**src/rtl/riscv_pkg.sv**
```systemverilog
// Shared constants for the RISC-V core front end.
//   INSTR_W   : instruction word width
//   NOP_INSTR : canonical NOP (addi x0, x0, 0), shown on empty/reset outputs
//   PC_STEP   : byte increment between sequential instruction fetches
package riscv_pkg;

  localparam int unsigned INSTR_W = 32;
  localparam logic [INSTR_W-1:0] NOP_INSTR = 32'h00000013;
  localparam int unsigned PC_STEP = 4;

endpackage

```
**src/rtl/fetch_fifo.sv**
```systemverilog
// Synchronous prefetch FIFO.
// Ports:
//   clk, rst : clock, asynchronous active-high reset
//   push     : write din at the tail
//   pop      : advance the head (caller guarantees occ != 0)
//   flush    : discard all entries; overrides push/pop
//   din      : write data
//   head     : registered data at the head entry
//   occ      : number of stored entries, 0..DEPTH
// Storage resets to INIT so head shows a defined value out of reset.
module fetch_fifo #(
  parameter int unsigned      WIDTH = 40,
  parameter int unsigned      DEPTH = 4,
  parameter logic [WIDTH-1:0] INIT  = '0
) (
  input  logic                         clk,
  input  logic                         rst,
  input  logic                         push,
  input  logic                         pop,
  input  logic                         flush,
  input  logic [WIDTH-1:0]             din,
  output logic [WIDTH-1:0]             head,
  output logic [$clog2(DEPTH+1)-1:0]   occ
);

  localparam int unsigned PTR_W = $clog2(DEPTH);
  localparam int unsigned OCC_W = $clog2(DEPTH + 1);

  logic [WIDTH-1:0] mem [DEPTH];
  logic [PTR_W-1:0] rd_ptr;
  logic [PTR_W-1:0] wr_ptr;

  // Pointers wrap naturally because DEPTH is a power of two.
  always_ff @(posedge clk or posedge rst) begin
    if (rst) begin
      for (int unsigned i = 0; i < DEPTH; i++) begin
        mem[i] <= INIT;
      end
      rd_ptr <= '0;
      wr_ptr <= '0;
      occ    <= '0;
    end else if (flush) begin
      rd_ptr <= '0;
      wr_ptr <= '0;
      occ    <= '0;
    end else begin
      if (push) begin
        mem[wr_ptr] <= din;
        wr_ptr      <= wr_ptr + PTR_W'(1);
      end
      if (pop) begin
        rd_ptr <= rd_ptr + PTR_W'(1);
      end
      case ({push, pop})
        2'b10:   occ <= occ + OCC_W'(1);
        2'b01:   occ <= occ - OCC_W'(1);
        default: occ <= occ;
      endcase
    end
  end

  assign head = mem[rd_ptr];

endmodule

```
**src/rtl/fetch_queue.sv**
```systemverilog
// Instruction fetch stage with prefetch buffer.
// Owns the fetch PC, issues sequential word reads to a one-cycle-latency
// instruction memory and buffers {instr, pc} pairs for decode.
// Ports:
//   clk, rst          : clock, asynchronous active-high reset
//   imem_req/addr     : read request and word-aligned byte address
//   imem_rdata        : read data, valid one cycle after imem_req
//   redirect/_pc      : flush everything and restart at redirect_pc (low bits ignored)
//   out_valid/ready   : handshake towards decode
//   out_instr/out_pc  : head instruction and its byte address
module fetch_queue
  import riscv_pkg::*;
#(
  parameter int unsigned ADDR_W = 8,
  parameter int unsigned DEPTH  = 4
) (
  input  logic               clk,
  input  logic               rst,
  output logic               imem_req,
  output logic [ADDR_W-1:0]  imem_addr,
  input  logic [31:0]        imem_rdata,
  input  logic               redirect,
  input  logic [ADDR_W-1:0]  redirect_pc,
  output logic               out_valid,
  input  logic               out_ready,
  output logic [31:0]        out_instr,
  output logic [ADDR_W-1:0]  out_pc
);

  localparam int unsigned OCC_W = $clog2(DEPTH + 1);
  localparam int unsigned ENT_W = INSTR_W + ADDR_W;

  logic [ADDR_W-1:0] fetch_pc;
  logic [ADDR_W-1:0] req_pc;
  logic              inflight;
  logic [OCC_W-1:0]  occ;
  logic [OCC_W:0]    credit;
  logic [ADDR_W-1:0] target;
  logic              push;
  logic              pop;
  logic [ENT_W-1:0]  head;

  assign target = redirect_pc & ~ADDR_W'(3);

  // Slots already committed: buffered entries plus the response still on its
  // way. A same-cycle pop is deliberately not credited.
  always_comb begin
    credit    = {1'b0, occ} + (OCC_W + 1)'(inflight);
    imem_req  = !rst && !redirect && (credit < (OCC_W + 1)'(DEPTH));
    imem_addr = fetch_pc;
  end

  always_ff @(posedge clk or posedge rst) begin
    if (rst) begin
      fetch_pc <= '0;
      req_pc   <= '0;
      inflight <= 1'b0;
    end else if (redirect) begin
      fetch_pc <= target;
      inflight <= 1'b0;
    end else begin
      inflight <= imem_req;
      if (imem_req) begin
        req_pc   <= fetch_pc;
        fetch_pc <= fetch_pc + ADDR_W'(PC_STEP);
      end
    end
  end

  assign out_valid = (occ != '0);
  assign push      = inflight && !redirect;
  assign pop       = out_valid && out_ready && !redirect;

  fetch_fifo #(
    .WIDTH (ENT_W),
    .DEPTH (DEPTH),
    .INIT  ({NOP_INSTR, ADDR_W'(0)})
  ) u_fifo (
    .clk   (clk),
    .rst   (rst),
    .push  (push),
    .pop   (pop),
    .flush (redirect),
    .din   ({imem_rdata, req_pc}),
    .head  (head),
    .occ   (occ)
  );

  assign out_instr = head[ENT_W-1:ADDR_W];
  assign out_pc    = head[ADDR_W-1:0];

endmodule

```
**config.mk**
```make
export PLATFORM = sky130hd
export DESIGN_NAME = fetch_queue
export DESIGN_NICKNAME = d
export VERILOG_FILES = /design/src/rtl/riscv_pkg.sv /design/src/rtl/fetch_fifo.sv /design/src/rtl/fetch_queue.sv
export SDC_FILE = /design/constraint.sdc
export NUM_CORES = 1
export LEC_CHECK = 0
export CAP_MARGIN = 20
export CORE_MARGIN = 2
export CORE_UTILIZATION = 45
export CTS_CLUSTER_SIZE = 25
export DETAILED_ROUTE_END_ITERATION = 16
export PLACE_DENSITY = 0.76
export SLEW_MARGIN = 10
export SYNTH_ARGS = -nofsm -noshare
export SYNTH_HDL_FRONTEND = slang
export SYNTH_HIERARCHICAL = 1
export SYNTH_SLANG_ARGS = --single-unit
```
**constraint.sdc**
```tcl
create_clock -name clk -period 15.67 [get_ports clk]
set_clock_uncertainty 0.1 [all_clocks]
set_input_delay 2.3505 -clock clk [delete_from_list [all_inputs] [get_ports clk]]
set_output_delay 2.3505 -clock clk [all_outputs]
set_load 0.005 [all_outputs]
```
==> metrics.txt <==
initial antenna violation count=0; Routed Antenna Nets=0; multi-input combinational cell area=0.00365 mm^2; status=finished, final reports clean; Top FF cell, synth=dfrtp_1; type of the worst setup path=in -> out; vias in the first global route=5,054; Final Hold Viols=0; dpl hpwl=10,000 um; Clock Path Buffers=2; largest net degree at the start of global routing=93; full die area=0.0199 mm^2; hold buffer count at cts=0; first-iteration detailed-routing DRC count=140; Synth area leaders=dfrtp_1 (50%), mux2_4 (17%), mux4_2 (11%); Buffers & Inverters on Critical Path=3; count leader, synth=dfrtp_1; FF+latch area=0.00452 mm^2; fillers=1,460; Setup crit start kind=input port; Peak Freq=151 MHz; CTS Sinks=180; flop-to-flop setup slack=13,120 ps; H-tree Lvls=4; post-synthesis sequential area ratio=53.5%; critical path's most frequent cell=clkdlybuf4s50_1; final net count=636; DRC viols=0; CTS tree=done; first-pass GRT wire length=27,900 um; arrival time at the worst endpoint=4190 ps; Post-Syn Area=0.00845 mm^2; All-Layer GR Usage=18.2%; worst IR drop on VDD=0.0665 mV; max incr delay on CP=970 ps; crit path max fanout=21; Starting Density=45.5%; CTS clk-pin slew, worst paths=60 ps; post-synthesis cell count=499; Die Span Y=141 um; Max Cap Viol=0; I/O pin count=94; Avg WL per Cell=20.2 um; WP data required=13,220 ps; gpl congestion=0.808; Port Buffers=89; Avg Synthesized Cell Area=16.9 um^2; 1st-pass router iterations=4; final instance area=0.00998 mm^2; RSZ-0062 raised after global routing=false; Post-Route WL=16,800 um; Layout Cells excl Fill=833; Area Growth Syn to Fin=18.0%; Worst setup EP type=output port; worst hold path class=reg -> reg; # diodes=0; Die X=141 um; Core ar.=0.0186 mm^2; most frequent cells after synthesis=dfrtp_1 (168), mux2_4 (93), mux2_2 (67); vias per inst=5.42; YS warnings=6; CTS Buf Count=17; grt ovf=0; CP max-delay cell=clkdlybuf4s50_1; post-synth top area share=49.7%; Post-CTS Resized=0; total number of vias=4,512; postcts setup bufs=0; worst slew pin tran=939 ps; fraction of the cycle the final worst path needs=42.4%; Final Critical Period=6640 ps; Cells after DPL=800; crit-path cells=clkdlybuf4s50_1 > nand3b_4 > inv_2 > clkdlybuf4s50_1; Synth cell types=45; worst rel slew slack=37.4%; worst slack, placed=9020 ps; synthesized flop and latch total=180; EDFF count, synth=0; Final Max Slew Viols=0; Placement Cell Area=0.00940 mm^2; share of cells above drive strength 1=43.4%; final worst slack=9030 ps; Power Dens Cells=119 mW/mm^2; Synth area leader=dfrtp_1; asr flop ratio synth=100%; root buffer cell=clkbuf_16; leakage=4.81 nW; setup violators final=0; Final TNS setup=0 ps; clk_lat worst skew=420 ps; critical path's top delay family=buffers and inverters; cell row count=50
[cell families (layout without fill, tap and decap cells)]
family,after synthesis,in the layout,share of synthesized area [%]
buffers and inverters,38,129,3.70
other,1,10,0.0444
xor gates and xnor gates,6,6,0.622
muxes,202,202,36.3
AOI/OAI and AO/OA,12,12,1.04
and+or+nand+nor,54,54,3.80
DFF,180,180,53.5
adders and majority gates,6,6,0.977
[final timing paths]
kind                                                  from                            to  cells past startpoint
worst min register to register  u_fifo/mem[63]$_DFFE_PP0P_    u_fifo/mem[63]$_DFFE_PP0P_                      1
max in group asynchronous                              rst  u_fifo/rd_ptr[0]$_DFFE_PP0P_                      3
min in group asynchronous                              rst      imem_addr[3]$_DFFE_PP0P_                      2
worst max register to register   u_fifo/occ[2]$_DFFE_PP0P_     u_fifo/occ[2]$_DFFE_PP0P_                      7
worst min-delay path            u_fifo/mem[63]$_DFFE_PP0P_    u_fifo/mem[63]$_DFFE_PP0P_                      1
worst max-delay path                              redirect                      imem_req                      4
[flip-flops by register name (all words and copies together), names as in the netlist]
signal / flops
imem_addr: 6
inflight: 1
u_fifo/occ: 3
u_fifo/mem: 160
u_fifo/rd_ptr: 2
u_fifo/wr_ptr: 2
req_pc: 6
[placed cells by master (no fill, tap or decap), drive strengths merged, types with 2 or more instances in the layout]
master	synthesis	layout
xnor2	4	4
inv	6	11
dfstp	12	12
mux4	40	40
nand3	4	4
mux2	160	160
clkbuf	2	19
nor3	2	2
nor2	8	8
mux2i	2	2
a21oi	2	2
clkdlybuf4s50	0	89
nor2b	2	2
nand2	28	28
and3b	2	2
clkinv	0	5
conb	1	10
xor2	2	2
dfrtp	168	168
ha	5	5
buf	30	2
a221o	4	4
o21ai	2	2
nor3b	3	3
clkinvlp	0	2
a31oi	2	2
[report_power, final]
part           total [W]  internal, W  switching [W]
clock           0.000404     0.000222       0.000183
sequential      0.000558     0.000519      0.0000388
combinational   0.000230     0.000161      0.0000689
[layout make-up]
class | count | area share, %
multi-input cells | 290 | 36.6
flip-flops and latches | 180 | 45.3
clock buffers | 19 | 4.34
clock inverters | 13 | 1.25
inverters | 6 | 0.301
well taps | 234 | 2.93
repair buffers | 91 | 9.20
[per-stage QoR]
step | hold WS [ps] | power (W) | utilization [%]
after floorplan | 374 | 0.000686 | -
after global placement | 381 | 0.000785 | 50.6
final | 400 | 0.00119 | 53.7
after global routing | 409 | 0.00125 | 53.7
after CTS | 402 | 0.00121 | 53.6
after detailed placement | 389 | 0.000798 | 50.6
[per-layer routing]
metal / up-vias / global-route usage, % / share of wire, %
met4: 0 / 4.58 / 0.76
met5: - / 0 / 0
met1: 2422 / 24.2 / 45
met3: 11 / 4.48 / 3.8
met2: 93 / 30.2 / 50
li1: 1986 / - / -
Power figures use the tool's default switching activity.
